[src/rtl/cla_sub_seq_pkg.sv]
// Shared types and sizing helpers for the sequential CLA subtractor.
// Holds the FSM state type, default widths and slice-count arithmetic.
package cla_sub_seq_pkg;

    typedef enum logic [1:0] {
        IDLE,
        RUN,
        DONE
    } state_t;

    localparam int unsigned DEF_WIDTH = 16;
    localparam int unsigned DEF_SLICE = 4;

    function automatic int unsigned num_slices(input int unsigned w, input int unsigned s);
        return w / s;
    endfunction

    // Slice index width; at least one bit even when there is a single slice.
    function automatic int unsigned idx_width(input int unsigned w, input int unsigned s);
        int unsigned n;
        n = w / s;
        return (n <= 1) ? 1 : $clog2(n);
    endfunction

endpackage

[src/rtl/cla_slice.sv]
// Combinational SLICE-bit carry-lookahead adder: s = x + y + cin.
// Every carry is formed directly from generate/propagate terms and cin.
module cla_slice
    import cla_sub_seq_pkg::*;
#(
    parameter int unsigned SLICE = DEF_SLICE
) (
    input  logic [SLICE-1:0] x,
    input  logic [SLICE-1:0] y,
    input  logic             cin,
    output logic [SLICE-1:0] s,
    output logic             cout
);

    logic [SLICE-1:0] g;
    logic [SLICE-1:0] p;
    logic [SLICE:0]   c;
    logic             acc;
    logic             prod;

    assign g = x & y;
    assign p = x ^ y;

    // c[i] = OR_j ( g[j] & p[j+1..i-1] ) | ( p[0..i-1] & cin )
    always_comb begin
        c    = '0;
        acc  = 1'b0;
        prod = 1'b0;
        c[0] = cin;
        for (int unsigned i = 1; i <= SLICE; i++) begin
            prod = cin;
            for (int unsigned k = 0; k < i; k++) begin
                prod = prod & p[k];
            end
            acc = prod;
            for (int unsigned j = 0; j < i; j++) begin
                prod = g[j];
                for (int unsigned k = j + 1; k < i; k++) begin
                    prod = prod & p[k];
                end
                acc = acc | prod;
            end
            c[i] = acc;
        end
    end

    assign s    = p ^ c[SLICE-1:0];
    assign cout = c[SLICE];

endmodule

[src/rtl/cla_sub_seq.sv]
// Multi-cycle subtractor: diff = a - b - bin, one CLA slice per cycle, LSB first.
// Borrow travels between cycles as a registered (inverted) carry.
module cla_sub_seq
    import cla_sub_seq_pkg::*;
#(
    parameter int unsigned WIDTH = DEF_WIDTH,
    parameter int unsigned SLICE = DEF_SLICE
) (
    input  logic             clk,
    input  logic             rst,
    input  logic             start,
    input  logic [WIDTH-1:0] a,
    input  logic [WIDTH-1:0] b,
    input  logic             bin,
    output logic             ready,
    output logic [WIDTH-1:0] diff,
    output logic             bout,
    output logic             ovf,
    output logic             done
);

    localparam int unsigned N  = num_slices(WIDTH, SLICE);
    localparam int unsigned IW = idx_width(WIDTH, SLICE);
    localparam logic [IW-1:0] LAST = IW'(N - 1);

    state_t           state;
    logic [WIDTH-1:0] a_r;
    logic [WIDTH-1:0] b_r;
    logic             carry_r;
    logic [IW-1:0]    idx_r;

    logic [SLICE-1:0] sx;
    logic [SLICE-1:0] sy;
    logic [SLICE-1:0] ss;
    logic             scout;

    always_comb begin
        sx = a_r[idx_r*SLICE +: SLICE];
        sy = ~b_r[idx_r*SLICE +: SLICE];
    end

    cla_slice #(.SLICE(SLICE)) u_slice (
        .x    (sx),
        .y    (sy),
        .cin  (carry_r),
        .s    (ss),
        .cout (scout)
    );

    always_ff @(posedge clk) begin
        if (rst) begin
            state   <= IDLE;
            ready   <= 1'b1;
            done    <= 1'b0;
            diff    <= '0;
            bout    <= 1'b0;
            ovf     <= 1'b0;
            a_r     <= '0;
            b_r     <= '0;
            carry_r <= 1'b0;
            idx_r   <= '0;
        end else begin
            case (state)
                IDLE: begin
                    if (start && ready) begin
                        a_r     <= a;
                        b_r     <= b;
                        carry_r <= ~bin;
                        idx_r   <= '0;
                        diff    <= '0;
                        bout    <= 1'b0;
                        ovf     <= 1'b0;
                        ready   <= 1'b0;
                        state   <= RUN;
                    end
                end
                RUN: begin
                    diff[idx_r*SLICE +: SLICE] <= ss;
                    carry_r <= scout;
                    idx_r   <= idx_r + IW'(1);
                    if (idx_r == LAST) begin
                        // Top slice's sum bit is the result MSB for the overflow test.
                        bout  <= ~scout;
                        ovf   <= (a_r[WIDTH-1] != b_r[WIDTH-1]) && (ss[SLICE-1] != a_r[WIDTH-1]);
                        done  <= 1'b1;
                        state <= DONE;
                    end
                end
                DONE: begin
                    done  <= 1'b0;
                    ready <= 1'b1;
                    state <= IDLE;
                end
                default: begin
                    done  <= 1'b0;
                    ready <= 1'b1;
                    state <= IDLE;
                end
            endcase
        end
    end

endmodule
[config.mk]
export PLATFORM = sky130hd
export DESIGN_NAME = cla_sub_seq
export DESIGN_NICKNAME = d
export VERILOG_FILES = /design/src/rtl/cla_sub_seq_pkg.sv /design/src/rtl/cla_slice.sv /design/src/rtl/cla_sub_seq.sv
export SDC_FILE = /design/constraint.sdc
export NUM_CORES = 1
export LEC_CHECK = 0
export CAP_MARGIN = 10
export CORE_ASPECT_RATIO = 1.5
export CORE_MARGIN = 3
export CORE_UTILIZATION = 35
export CTS_CLUSTER_DIAMETER = 80
export DETAILED_ROUTE_END_ITERATION = 8
export PLACE_DENSITY = 0.69
export SETUP_SLACK_MARGIN = 0.2
export SLEW_MARGIN = 20
export SYNTH_ARGS = -nofsm -noshare
export SYNTH_HDL_FRONTEND = slang
export SYNTH_SLANG_ARGS = --single-unit
[constraint.sdc]
create_clock -name clk -period 3.8 [get_ports clk]
set_input_delay 0.76 -clock clk [delete_from_list [all_inputs] [get_ports clk]]
set_output_delay 0.76 -clock clk [all_outputs]
set_load 0.05 [all_outputs]
After elaboration in Yosys (flattened, before gate mapping)
Index checks and enable logic that the tools add are counted.
Widths: inputs -> output; s select.

word-level totals
  flip-flop bits (word level) = 57
  input port bits = 36
  output and inout bits = 20
  logic and storage cells = 78

cells by class
  $add $sub $neg = 2
  equal/unequal tests = 6
  shift operators = 4
  muxes and demuxes = 18
  bitwise logic cells = 28
  reduce and logical (&&, ||, !) cells = 10

operators by type and width
  cell                     number
  $neg 4->34               1
  $shift 4x34->16 const A  1
  $shiftx 4x34->16         1
  $pmux 16 s2              1
  $shiftx 16x5->4          2
  $bwmux 16                1
  $mux 16                  1
  $and 1x1->1              10
  $or 1x1->1               10
  $pmux 1 s2               5
  $reduce_and 2->1         5
  $pmux 2 s2               2
  $xor 4x4->4              2
  $mux 2                   3
  $mux 1                   5
  $and 4x4->4              1
  $ne 2x2->1 const B       2
  $not 1->1                4
  $not 4->4                1
  $reduce_and 3->1         1
  $add 2x1->2 const B      1
  $eq 2x1->1 const B       1
  $eq 2x2->1 const B       1
  $logic_and 1x1->1        2
  3 further kinds          4

Longest topological paths before layout
  depth after elaboration = 14
  depth in mapped cells = 10
  mapped depth without buffers = 8

Modules after synthesis
A second synthesis with hierarchy kept.

second synthesis, totals
  cell total of the unflattened synthesis = 277
  area, all modules = 2,610.0 um2

by module, submodules not included
  module       times used  cells each  area an instance (um2)  sequential area each (um2)
  cla_sub_seq  1           262         2,458.6                 1,141.1
  cla_slice    1           15          151.4                   0.0

Worst setup path after synthesis
No wires, ideal clock.

  kind = reg-to-reg
  from = register idx_r[0]
  to = register ovf
  library setup time = 120 ps
  data arrival time = 2,903 ps
  data required time = 3,680 ps
  slack = 778 ps
  stages on the path, launching flop included = 10
  buffers on the path = 2
  period minus slack after synthesis = 3,022 ps
  cells stage by stage = dfxtp_1 buf_2 mux4_2 ha_1 ha_1 o211a_1 or3_1 buf_2 and4b_1 o31a_1

between the ends
  word-level cells in the longest chain between the ends = 14
  elaborated cells on any way between the ends = 22
  classes of those cells = eq/ne: 3; shift: 2; mux: 2; bitwise: 13; reduce/logical: 2

ends and longest elaborated chain
  what                       RTL line           source
  start: declaration         cla_sub_seq.sv:30  logic [IW-1:0] idx_r;
  start signal: assignment   cla_sub_seq.sv:80  idx_r <= idx_r + IW'(1);
  $shiftx 16x5->4            cla_sub_seq.sv:39  sy = ~b_r[idx_r*SLICE +: SLICE];
  $not 4->4                  cla_sub_seq.sv:39
  $xor 4x4->4                cla_slice.sv:22    assign p = x ^ y;
  $and 1x1->1 (3 in series)  cla_slice.sv:33    prod = prod & p[k];
  $or 1x1->1 (3 in series)   cla_slice.sv:41    acc = acc | prod;
  $xor 4x4->4                cla_slice.sv:47    assign s = p ^ c[SLICE-1:0];
  $ne 1x1->1                 cla_sub_seq.sv:84  ovf <= (a_r[WIDTH-1] != b_r[WIDTH-1]) && (ss[SLICE-1] != a_r[WIDTH-1]);
  $logic_and 1x1->1          cla_sub_seq.sv:84
  $mux 1                     cla_sub_seq.sv:81  if (idx_r == LAST) begin
  $pmux 1 s2                 cla_sub_seq.sv:63  case (state)
  end signal: assignment     cla_sub_seq.sv:84
  end: declaration           cla_sub_seq.sv:18  output logic ovf,

Several ways; a longest one is shown, not always the timed one. The select of a mux whose other input is x is not followed.
A chain may end at the register's enable or synchronous reset.

Worst setup path in the final report
Ends and elaborated chain as after synthesis.

==> out/metrics.yaml <==
synth.net_count: 329
p_total_mw: 1.481
nets: 379
wirelength_mm: 5.811
dpl_cell_area_mm2: 0.003078
overflow: 0
start_util_pct: 36.11
root_buffer: "clkbuf_8"
area_delta_synth_final_pct: 31.39
hp-class: "reg -> reg"
gp_congestion: 0.8032
cts_buffers: 9
die_area_mm2: 0.008187
synth_area_leaders: "dfxtp_1 46%, nand2_1 11%, a21oi_1 8.6%"
required_ns: 4.03
maxCapViolCount: 0
startpoint_type: "register"
syn_avg_cell_area_um2: 8.834
cts_tree: "yes"
powerDensity_mw_per_mm2: 452.5
clockBufferDepth: 2
yosys.area.top_type: "dfxtp_1"
core_area_mm2: 0.006898
worstMarginPinSlew_ns: 0.9805
layout_common_cells: "70 x nand2_1, 57 x dfxtp_1, 54 x clkdlybuf4s50_1"
skew_ns: 0.004922
post_cts.repair.setup_buffers: 0
pin_count: 56
worst-path-max-fanout: 10
status: "complete, no violations"
grt_setup_unrepaired: "false"
path_cells: "mux4_2, ha_1, ha_1, o211a_1, or3_1, and4b_1, o31a_1"
worstSetupPathType: "reg -> reg"
crit_path_top_delay_cell: "dfxtp_1"
ctsResizeCount: 0
grt_pass1_wl_mm: 9.439
whs_ns: 0.4534
postCtsHoldBufs: 0
drtPass1Iterations: 4
yosys_warnings: 0
layout_commonest_cell: "nand2_1"
ant_nets: 0
finalCriticalPeriod_ns: 3.080
wl_per_cell_um: 14.00
setup_tns_ns: 0
drc: 0
ys_seq_elements: 57
setup_viol: 0
fp.dieH_um: 109.3
cpMostUsedCell: "ha_1"
drv_slew: 0
synthCells: 282
via_per_inst: 5.173
dp_hpwl_mm: 4.205
netlist.area_leader.share_pct: 45.81
design_area_mm2: 0.003273
syn_area_mm2: 0.002491
yosysSeqAreaShare_pct: 45.81
fp.dieW_um: 74.89
num_vias: 2147
insertion_delay_ns: 0.34
cts.reportedPaths.clkPinSlew_ns: 0.06
yosysUniqueCellTypes: 33
drive_gt1_share_pct: 9.496
port-buffer-count: 55
hold_viol: 0
min_period_over_period_pct: 81.06
critical_path.max_stage_delay_ns: 0.63
grt_max_degree: 58
cp.arrival_ns: 3.31
ir_drop_v: 0.0003243
slew_headroom_pct: 34.63
grt_pass1_vias: 1987
leakage_nw: 1.188
htreeDepth: 3
antenna_found_initial: 0
max_freq_ghz: 0.3247
core.rowCount: 37
nFillCells: 673
worstSetupEndpointType: "register"
cts.sinks: 57
fin_util_pct: 47.45
grt_usage_pct: 15.64
num_antenna_cells: 0
drt_iter0_drc: 125
==> final cells by class <==
cell class / instances / area, µm² / area share [%]
flip-flops and latches: 57 / 1141 / 34.86
clock inverters: 6 / 57.56 / 1.758
repair buffers: 58 / 568.0 / 17.35
well taps: 78 / 97.59 / 2.982
clock buffers: 10 / 137.6 / 4.205
multi-input cells: 199 / 1245 / 38.04
inverters: 7 / 26.28 / 0.8028
==> Yosys cell counts <==
library cell / number
ha_1: 10
nor2b_1: 1
buf_2: 6
o21ai_0: 1
dfxtp_1: 57
a32oi_1: 8
and4bb_2: 1
o21ai_1: 1
o21a_1: 1
nor4b_2: 3
o211a_1: 1
o2111ai_1: 1
mux4_2: 8
nand2b_1: 3
a21oi_1: 43
nand2_1: 70
and4b_1: 1
clkbuf_1: 10
o21bai_1: 1
or3_1: 2
nor2_1: 23
nor4_1: 1
nor3_1: 1
nand4bb_1: 1
inv_1: 7
o2bb2ai_1: 1
a21o_1: 1
fa_1: 1
a22oi_1: 8
o31a_1: 1
nand3_1: 4
xor2_1: 1
buf_1: 3
==> sequential cells by signal, summed over array words and instances (netlist names) <==
register / count
done: 1
diff: 16
a_r: 16
ready: 1
state: 2
carry_r: 1
ovf: 1
b_r: 16
idx_r: 2
bout: 1
==> critical path: cells and delay by family (launching register included) <==
family / cells / cell delay, ns
AOI/OAI and AO/OA: 2 / 0.51
and+or+nand+nor: 2 / 0.70
adders and majority gates: 2 / 0.52
DFF: 1 / 0.63
muxes: 1 / 0.61
==> metal layers <==
metal / share of wire (%) / track usage (%) / wire (µm) / up-vias
met4: 2.4 / 10.18 / 141 / 0
met1: 41 / 18.17 / 2369 / 998
li1: - / - / - / 1080
met3: 4.5 / 3.934 / 263 / 12
met5: 0 / 0 / 0 / -
met2: 52 / 24.94 / 3036 / 57
==> power breakdown <==
group,internal (mW),switching (mW)
Combinational,0.115,0.156
Sequential,0.632,0.0251
Clock,0.315,0.238
Total,1.06,0.419
==> logic make-up (layout without fill, tap and decap cells) <==
kind of cell	count (synthesis)	in the layout	share of synthesized area, %
adder cells (fa/ha/maj)	11	11	5.826
XOR/XNOR	1	1	0.3516
AO/OA/AOI/OAI	68	68	16.63
buffers and inverters	26	81	4.219
multiplexers	8	8	7.232
flip-flops	57	57	45.81
AND/OR/NAND/NOR	111	111	19.94
==> through the flow <==
stage	std cells	setup slack [ns]
floorplan	282	0.7776
finish	415	0.7198
CTS	415	0.6770
detailed placement	399	0.7001
global route	415	0.5364
global placement	399	0.8057
==> final timing paths <==
path,cells past startpoint,startpoint,end,slack (ns)
max,7,idx_r[0],ovf,0.72
min,2,b_r[1],b_r[1],0.45
max reg2reg,7,idx_r[0],ovf,0.72
min reg2reg,2,b_r[1],b_r[1],0.45
No activity file was read; power rests on OpenSTA's default activity.
